**src/rtl/cpu_io_responder_if.sv**
```systemverilog
// Bus bundle between the Z80 core side and the I/O responder.
// Latency: none, signal bundle only.
// Backpressure: WAIT_n stretches the CPU cycle; io_rd/io_wr are held until io_ack.
// Ports (slave = responder view):
//   CPU side   : CEN, M1_n, IORQ, NoRead, Write, A, DO in; DI, DI_valid, WAIT_n, INT_n out
//   Reg block  : io_addr, io_wrdata, io_rd, io_wr out; io_rddata, io_ack in
//   Interrupts : irq, irq_mask, vec_base in; timeout_flag out
interface cpu_io_responder_if #(
    parameter int PORT_BITS = 4
);
    logic                 CEN;
    logic                 M1_n;
    logic                 IORQ;
    logic                 NoRead;
    logic                 Write;
    logic [15:0]          A;
    logic [7:0]           DO;
    logic [7:0]           DI;
    logic                 DI_valid;
    logic                 WAIT_n;
    logic                 INT_n;
    logic [PORT_BITS-1:0] io_addr;
    logic [7:0]           io_wrdata;
    logic                 io_rd;
    logic                 io_wr;
    logic [7:0]           io_rddata;
    logic                 io_ack;
    logic [3:0]           irq;
    logic [3:0]           irq_mask;
    logic [7:0]           vec_base;
    logic                 timeout_flag;

    modport slave (
        input  CEN, M1_n, IORQ, NoRead, Write, A, DO,
        output DI, DI_valid, WAIT_n, INT_n,
        output io_addr, io_wrdata, io_rd, io_wr,
        input  io_rddata, io_ack,
        input  irq, irq_mask, vec_base,
        output timeout_flag
    );

    modport master (
        output CEN, M1_n, IORQ, NoRead, Write, A, DO,
        input  DI, DI_valid, WAIT_n, INT_n,
        input  io_addr, io_wrdata, io_rd, io_wr,
        output io_rddata, io_ack,
        output irq, irq_mask, vec_base,
        input  timeout_flag
    );
endinterface

```
**src/rtl/cpu_io_responder.sv**
```systemverilog
// Z80 I/O + interrupt-acknowledge target: decodes a port window, runs req/ack to a register block, supplies IM2 vectors.
// Latency: hit -> io_rd/io_wr next clock; io_ack -> WAIT_n high on the same edge; INT_n registered 1 clock.
// Backpressure: WAIT_n held low while the register block has not acked; io_rd/io_wr held until io_ack.
// Ports: CLK_n (rising edge), RESET_n (sync, active low), bus (cpu_io_responder_if.slave).
// Optional build macro CPU_IO_TIMEOUT_EN: bounds BUSY to TIMEOUT CEN ticks, reads then return 8'hFF
// and timeout_flag sticks until reset. Without it BUSY waits for io_ack forever and timeout_flag is 0.
module cpu_io_responder #(
    parameter logic [7:0] PORT_BASE = 8'hE0,
    parameter int         PORT_BITS = 4,
    parameter logic [7:0] TIMEOUT   = 8'd64
) (
    input  logic              CLK_n,
    input  logic              RESET_n,
    cpu_io_responder_if.slave bus
);

    typedef enum logic [1:0] {
        S_IDLE = 2'd0,
        S_BUSY = 2'd1,
        S_VEC  = 2'd2,
        S_HOLD = 2'd3
    } state_t;

    state_t               state;
    state_t               state_nxt;

    logic                 is_rd;
    logic [PORT_BITS-1:0] addr_q;
    logic [7:0]           wdat_q;
    logic [7:0]           di_q;
    logic                 dv_q;
    logic                 int_n_q;
    logic                 ack_pend;
    logic [7:0]           pend_dat;
    logic                 tmo_flag;

    logic                 win;
    logic                 hit;
    logic                 inta;
    logic                 ack_now;
    logic [7:0]           ack_dat;
    logic                 tmo_hit;
    logic [3:0]           pend;
    logic [7:0]           vec;

    assign win  = (bus.A[7:PORT_BITS] == PORT_BASE[7:PORT_BITS]);
    assign hit  = bus.IORQ && bus.M1_n && win && (bus.Write || !bus.NoRead);
    assign inta = bus.IORQ && !bus.M1_n;

    // An ack seen while CEN was low is parked and consumed on the next CEN tick.
    assign ack_now = bus.io_ack || ack_pend;
    assign ack_dat = ack_pend ? pend_dat : bus.io_rddata;

`ifdef CPU_IO_TIMEOUT_EN
    logic [7:0] tmo_cnt;
    assign tmo_hit = (tmo_cnt == TIMEOUT - 8'd1);
    logic unused_bits;
    assign unused_bits = ^{bus.A[15:8], bus.vec_base[2:0]};
`else
    assign tmo_hit = 1'b0;
    logic unused_bits;
    assign unused_bits = ^{bus.A[15:8], bus.vec_base[2:0], TIMEOUT};
`endif

    // IM2 vector: lowest-numbered pending enabled source wins; 3'b110 when none.
    always_comb begin
        pend = bus.irq & bus.irq_mask;
        vec  = {bus.vec_base[7:3], 3'b110};
        casez (pend)
            4'b???1: vec = {bus.vec_base[7:3], 2'd0, 1'b0};
            4'b??10: vec = {bus.vec_base[7:3], 2'd1, 1'b0};
            4'b?100: vec = {bus.vec_base[7:3], 2'd2, 1'b0};
            4'b1000: vec = {bus.vec_base[7:3], 2'd3, 1'b0};
            default: vec = {bus.vec_base[7:3], 3'b110};
        endcase
    end

    // State register
    always_ff @(posedge CLK_n) begin
        if (!RESET_n) begin
            state <= S_IDLE;
        end else if (bus.CEN) begin
            state <= state_nxt;
        end
    end

    // Next-state logic. In BUSY an ack beats both an abort and a timeout.
    always_comb begin
        state_nxt = state;
        case (state)
            S_IDLE: begin
                if (inta) begin
                    state_nxt = S_VEC;
                end else if (hit) begin
                    state_nxt = S_BUSY;
                end
            end
            S_BUSY: begin
                if (ack_now) begin
                    state_nxt = S_HOLD;
                end else if (!bus.IORQ) begin
                    state_nxt = S_IDLE;
                end else if (tmo_hit) begin
                    state_nxt = S_HOLD;
                end
            end
            S_VEC:   state_nxt = S_HOLD;
            S_HOLD: begin
                if (!bus.IORQ) begin
                    state_nxt = S_IDLE;
                end
            end
            default: state_nxt = S_IDLE;
        endcase
    end

    // Datapath registers
    always_ff @(posedge CLK_n) begin
        if (!RESET_n) begin
            is_rd    <= 1'b0;
            addr_q   <= '0;
            wdat_q   <= 8'h00;
            di_q     <= 8'h00;
            dv_q     <= 1'b0;
            int_n_q  <= 1'b1;
            ack_pend <= 1'b0;
            pend_dat <= 8'h00;
            tmo_flag <= 1'b0;
`ifdef CPU_IO_TIMEOUT_EN
            tmo_cnt  <= 8'd0;
`endif
        end else begin
            // Interrupt merge runs every clock regardless of CEN.
            int_n_q <= ~|(bus.irq & bus.irq_mask);

            if (state == S_BUSY && !bus.CEN && bus.io_ack && !ack_pend) begin
                ack_pend <= 1'b1;
                pend_dat <= bus.io_rddata;
            end else if (state != S_BUSY || bus.CEN) begin
                ack_pend <= 1'b0;
            end

            if (bus.CEN) begin
                case (state)
                    S_IDLE: begin
                        if (inta) begin
                            di_q <= vec;
                            dv_q <= 1'b1;
                        end else if (hit) begin
                            addr_q <= bus.A[PORT_BITS-1:0];
                            wdat_q <= bus.DO;
                            is_rd  <= !bus.Write;
`ifdef CPU_IO_TIMEOUT_EN
                            tmo_cnt <= 8'd0;
`endif
                        end
                    end
                    S_BUSY: begin
                        if (ack_now) begin
                            if (is_rd) begin
                                di_q <= ack_dat;
                                dv_q <= 1'b1;
                            end
                        end else if (bus.IORQ) begin
`ifdef CPU_IO_TIMEOUT_EN
                            if (tmo_hit) begin
                                tmo_flag <= 1'b1;
                                if (is_rd) begin
                                    di_q <= 8'hFF;
                                    dv_q <= 1'b1;
                                end
                            end else begin
                                tmo_cnt <= tmo_cnt + 8'd1;
                            end
`endif
                        end
                    end
                    S_HOLD: begin
                        if (!bus.IORQ) begin
                            dv_q <= 1'b0;
                        end
                    end
                    default: ;
                endcase
            end
        end
    end

    // Outputs: request/wait are pure functions of state, data comes from registers.
    always_comb begin
        bus.WAIT_n       = (state != S_BUSY);
        bus.io_rd        = (state == S_BUSY) && is_rd;
        bus.io_wr        = (state == S_BUSY) && !is_rd;
        bus.io_addr      = addr_q;
        bus.io_wrdata    = wdat_q;
        bus.DI           = di_q;
        bus.DI_valid     = dv_q;
        bus.INT_n        = int_n_q;
        bus.timeout_flag = tmo_flag;
    end

endmodule

```
**src/flat_wrapper.sv**
```systemverilog
// flat-port wrapper written by rule: the top's interface ports become plain ports
module cpu_io_responder_flat 
#(
    parameter logic [7:0] PORT_BASE = 8'hE0,
    parameter int         PORT_BITS = 4,
    parameter logic [7:0] TIMEOUT   = 8'd64
)
  (CLK_n, RESET_n, bus_CEN, bus_M1_n, bus_IORQ, bus_NoRead, bus_Write, bus_A, bus_DO, bus_DI, bus_DI_valid, bus_WAIT_n, bus_INT_n, bus_io_addr, bus_io_wrdata, bus_io_rd, bus_io_wr, bus_io_rddata, bus_io_ack, bus_irq, bus_irq_mask, bus_vec_base, bus_timeout_flag);
  cpu_io_responder_if #(.PORT_BITS(PORT_BITS)) bus_i ();
  input  logic CLK_n;
  input  logic RESET_n;
  input wire logic [$bits(bus_i.CEN)-1:0] bus_CEN;
  input wire logic [$bits(bus_i.M1_n)-1:0] bus_M1_n;
  input wire logic [$bits(bus_i.IORQ)-1:0] bus_IORQ;
  input wire logic [$bits(bus_i.NoRead)-1:0] bus_NoRead;
  input wire logic [$bits(bus_i.Write)-1:0] bus_Write;
  input wire logic [$bits(bus_i.A)-1:0] bus_A;
  input wire logic [$bits(bus_i.DO)-1:0] bus_DO;
  output wire logic [$bits(bus_i.DI)-1:0] bus_DI;
  output wire logic [$bits(bus_i.DI_valid)-1:0] bus_DI_valid;
  output wire logic [$bits(bus_i.WAIT_n)-1:0] bus_WAIT_n;
  output wire logic [$bits(bus_i.INT_n)-1:0] bus_INT_n;
  output wire logic [$bits(bus_i.io_addr)-1:0] bus_io_addr;
  output wire logic [$bits(bus_i.io_wrdata)-1:0] bus_io_wrdata;
  output wire logic [$bits(bus_i.io_rd)-1:0] bus_io_rd;
  output wire logic [$bits(bus_i.io_wr)-1:0] bus_io_wr;
  input wire logic [$bits(bus_i.io_rddata)-1:0] bus_io_rddata;
  input wire logic [$bits(bus_i.io_ack)-1:0] bus_io_ack;
  input wire logic [$bits(bus_i.irq)-1:0] bus_irq;
  input wire logic [$bits(bus_i.irq_mask)-1:0] bus_irq_mask;
  input wire logic [$bits(bus_i.vec_base)-1:0] bus_vec_base;
  output wire logic [$bits(bus_i.timeout_flag)-1:0] bus_timeout_flag;
  assign bus_i.CEN = bus_CEN;
  assign bus_i.M1_n = bus_M1_n;
  assign bus_i.IORQ = bus_IORQ;
  assign bus_i.NoRead = bus_NoRead;
  assign bus_i.Write = bus_Write;
  assign bus_i.A = bus_A;
  assign bus_i.DO = bus_DO;
  assign bus_DI = bus_i.DI;
  assign bus_DI_valid = bus_i.DI_valid;
  assign bus_WAIT_n = bus_i.WAIT_n;
  assign bus_INT_n = bus_i.INT_n;
  assign bus_io_addr = bus_i.io_addr;
  assign bus_io_wrdata = bus_i.io_wrdata;
  assign bus_io_rd = bus_i.io_rd;
  assign bus_io_wr = bus_i.io_wr;
  assign bus_i.io_rddata = bus_io_rddata;
  assign bus_i.io_ack = bus_io_ack;
  assign bus_i.irq = bus_irq;
  assign bus_i.irq_mask = bus_irq_mask;
  assign bus_i.vec_base = bus_vec_base;
  assign bus_timeout_flag = bus_i.timeout_flag;
  cpu_io_responder #(.PORT_BASE(PORT_BASE), .PORT_BITS(PORT_BITS), .TIMEOUT(TIMEOUT)) u_core (.CLK_n(CLK_n), .RESET_n(RESET_n), .bus(bus_i));
endmodule
```
**config.mk**
```make
export PLATFORM = sky130hd
export DESIGN_NAME = cpu_io_responder_flat
export DESIGN_NICKNAME = d
export VERILOG_FILES = /design/src/rtl/cpu_io_responder_if.sv /design/src/rtl/cpu_io_responder.sv /design/src/flat_wrapper.sv
export SDC_FILE = /design/constraint.sdc
export NUM_CORES = 1
export LEC_CHECK = 0
export CAP_MARGIN = 25
export CELL_PAD_IN_SITES_DETAIL_PLACEMENT = 1
export CELL_PAD_IN_SITES_GLOBAL_PLACEMENT = 2
export CORE_AREA = 2 2 62 122
export CTS_CLUSTER_SIZE = 12
export DETAILED_ROUTE_END_ITERATION = 8
export DIE_AREA = 0 0 64 124
export PLACE_DENSITY_LB_ADDON = 0.1
export SKIP_LAST_GASP = 1
export SYNTH_ARGS = -nofsm -noshare
export SYNTH_HDL_FRONTEND = slang
export SYNTH_SLANG_ARGS = --single-unit
```
**constraint.sdc**
```tcl
create_clock -name CLK_n -period 4.65 [get_ports CLK_n]
set_input_delay 0.465 -clock CLK_n [delete_from_list [all_inputs] [get_ports CLK_n]]
set_output_delay 0.465 -clock CLK_n [all_outputs]
set_load 0.02 [all_outputs]
```
==> metrics.md <==
| Metric | Value |
|---|---|
| Status | finished, final reports clean |
| Chip height | 124 microns |
| Top cells by area, synth | dfxtp_1 43%, mux2i_1 8.9%, nand3_1 6.7%, nand2_1 5.8%, o21ai_1 5.4% |
| CTS tree | built |
| Post-synth EDFFs | 0 |
| P per Cell Area | 311.1 mW/mm^2 |
| RSZ-0062 raised after global routing | false |
| DRC violations left | 0 |
| Slew margin rel. | 0.4081 |
| Skew final | 2.135 ps |
| Final min period | 2486 ps |
| Hold Startpoint | u_core.bus.io_wrdata[1] |
| Req. time, crit path | 4180 ps |
| Core area | 0.006940 sq mm |
| Routed Antenna Nets | 0 |
| Arr. time, crit path | 2020 ps |
| Design Area, Final | 0.002467 sq mm |
| Fillers | 813 |
| Fmax achieved | 0.4023 GHz |
| Hold_ws | 457.0 ps |
| DP Area | 0.002320 sq mm |
| Synth area leader | dfxtp_1 |
| Num Clock Sinks | 34 |
| TritonRoute pass-1 iters | 3 |
| Setup Buffers After CTS | 0 |
| N_diodes | 0 |
| Post-synth top area share | 0.4345 |
| Worst setup SP type | flop |
| Synth top cells by count | 34 x dfxtp_1, 24 x nand2_1, 21 x nand3_1, 17 x o21ai_1, 14 x mux2i_1 |
| Clock slew at reported path FFs | 50 ps |
| Hold WC Path Type | flop to flop |
| Share of cells above drive strength 1 | 0.06073 |
| Synthesized cell area | 0.001567 sq mm |
| Placed cells | 329 |
| Actual slew at the worst max-slew pin | 887.8 ps |
| Cell count after synthesis | 182 |
| GPL Wtd Cong | 0.6672 |
| Setup violations, final | 0 |
| Hold buffers post-CTS | 0 |
| Lkg Pwr | 0.9354 nW |
| Crit. Startpoint | u_core.state[0] |
| Syn-to-layout area delta | 57.51% |
| Max-cap violations | 0 |
| Syn nets | 238 |
| All-Layer GR Usage | 0.1357 |
| Routed wire length | 4.990 mm |
| Final hold vios | 0 |
| PostCTS Resize Cnt | 0 |
| Nets@finish | 302 |
| Initial core utilization | 0.2257 |
| DR iter-0 viols | 36 |
| Maximum vdd ir drop | 0.1602 mV |
| First-pass GRT wire length | 8.107 mm |
| Kind of critical path | flop to output port |
| GRT Residual Overflow | 0 |
| Syn avg cell area | 8.607 sq um |
| Worst-path fanout max | 15 |
| IO Pins | 82 |
| Initial antenna violation count | 0 |
| Core Rows | 43 |
| Fin Setup TNS | 0 ps |
| Worst Setup End Kind | output port |
| Htree depth | 2 |
| Horiz. Die Dim | 64 microns |
| Mean routed wirelength per cell | 14.81 microns |
| Async S/R FF share, synth | 0 |
| Die area | 0.007936 sq mm |
| Final worst-path cycle share | 0.5346 |
| I/O Buffers | 69 |
| Most common cell in the netlist | dfxtp_1 |
| Seq cells post-synth | 34 |
| Clock latency on the worst-skew pair | 280 ps |
| Total CTS buffers | 5 |
| Sequential fraction of the synthesis area | 0.4345 |
| HPWL after DPL | 3.682 mm |
| Via count | 1508 |
| Distinct cells, synth | 36 |
| R2r startpoint | u_core.state[0] |
| Clock buffer depth | 2 |
| Layout Cells excl Fill | 337 |
| Max Slew Vio Count | 0 |
| Ys flop type | dfxtp_1 |
| Largest net degree at the start of global routing | 54 |
| Via/cell ratio | 4.475 |
| Root Driver | clkbuf_16 |
| Layout Utilization | 0.3555 |
| Ys Warns | 0 |
| Vias in the first global route | 1595 |
==> flip-flops by register name, indices dropped and copies added (netlist names) <==
signal / cells
u_core.bus.DI: 8
u_core.bus.io_wrdata: 8
u_core.pend_dat: 8
u_core.bus.io_addr: 4
u_core.state: 2
u_core.ack_pend: 1
u_core.bus.DI_valid: 1
u_core.bus.INT_n: 1
u_core.is_rd: 1
==> layout make-up <==
cell class	instances	area (sq um)	area share
Clock buffer	7	142.6	0.05781
Clock inverter	1	5.005	0.002028
Inverter	1	3.754	0.001521
Multi-Input combinational cell	133	814.5	0.3301
Sequential cell	34	680.7	0.2759
Tap cell	90	112.6	0.04564
Timing Repair Buffer	71	708.2	0.2870
==> final timing paths <==
path / end / cells after the start / slack [ps]
worst min-delay path: u_core.bus.io_wrdata[1] / 2 / 460
worst min register to register: u_core.bus.io_wrdata[1] / 2 / 460
worst max-delay path: bus_io_wr / 4 / 2160
worst max register to register: u_core.pend_dat[6] / 5 / 2630
==> worst max-delay path, stage by stage (launching register included) <==
cell and delay (ps):
dfxtp_1 490, and2b_2 400, inv_2 140, nor2_1 100, clkdlybuf4s50_1 600
==> report_power, final <==
group / total (mW) / internal (mW) / switching, mW
Clock: 0.336 / 0.212 / 0.123
Sequential: 0.309 / 0.300 / 0.00901
Combinational: 0.123 / 0.0670 / 0.0556
Total: 0.768 / 0.580 / 0.188
==> per-layer routing <==
layer | wire, microns | global-route usage | vias up
met3 | 273 | 0.04426 | 5
met1 | 2004 | 0.1401 | 686
li1 | - | - | 771
met2 | 2642 | 0.2467 | 46
met4 | 69 | 0.05707 | 0
met5 | 0 | 0 | -
==> kinds of logic (layout without fill, tap and decap cells) <==
family | count (synthesis) | count (layout) | share of synthesized area
AOI/OAI and AO/OA | 43 | 43 | 0.1685
buffers and inverters | 15 | 80 | 0.04552
DFF | 34 | 34 | 0.4345
muxes | 16 | 16 | 0.1038
other | 1 | 1 | 0.002394
and+or+nand+nor | 73 | 73 | 0.2452
==> through the flow <==
| stage | power [mW] | setup slack [ps] |
|---|---|---|
| after floorplan | 0.3744 | 3001 |
| after global placement | 0.4407 | 1792 |
| after detailed placement | 0.4408 | 2323 |
| after CTS | 0.7830 | 2129 |
| after global routing | 0.8090 | 1974 |
| final | 0.7677 | 2164 |
==> placed cells by master (no fill, tap or decap), drive strengths merged, types with 4 or more instances in the layout <==
cell type	instances
dfxtp	34
nand3	21
o21ai	25
nor2b	11
clkbuf	7
nand2b	4
nand2	24
mux2i	14
clkdlybuf4s50	68
o211ai	5
(Power assumes the default switching activity.)
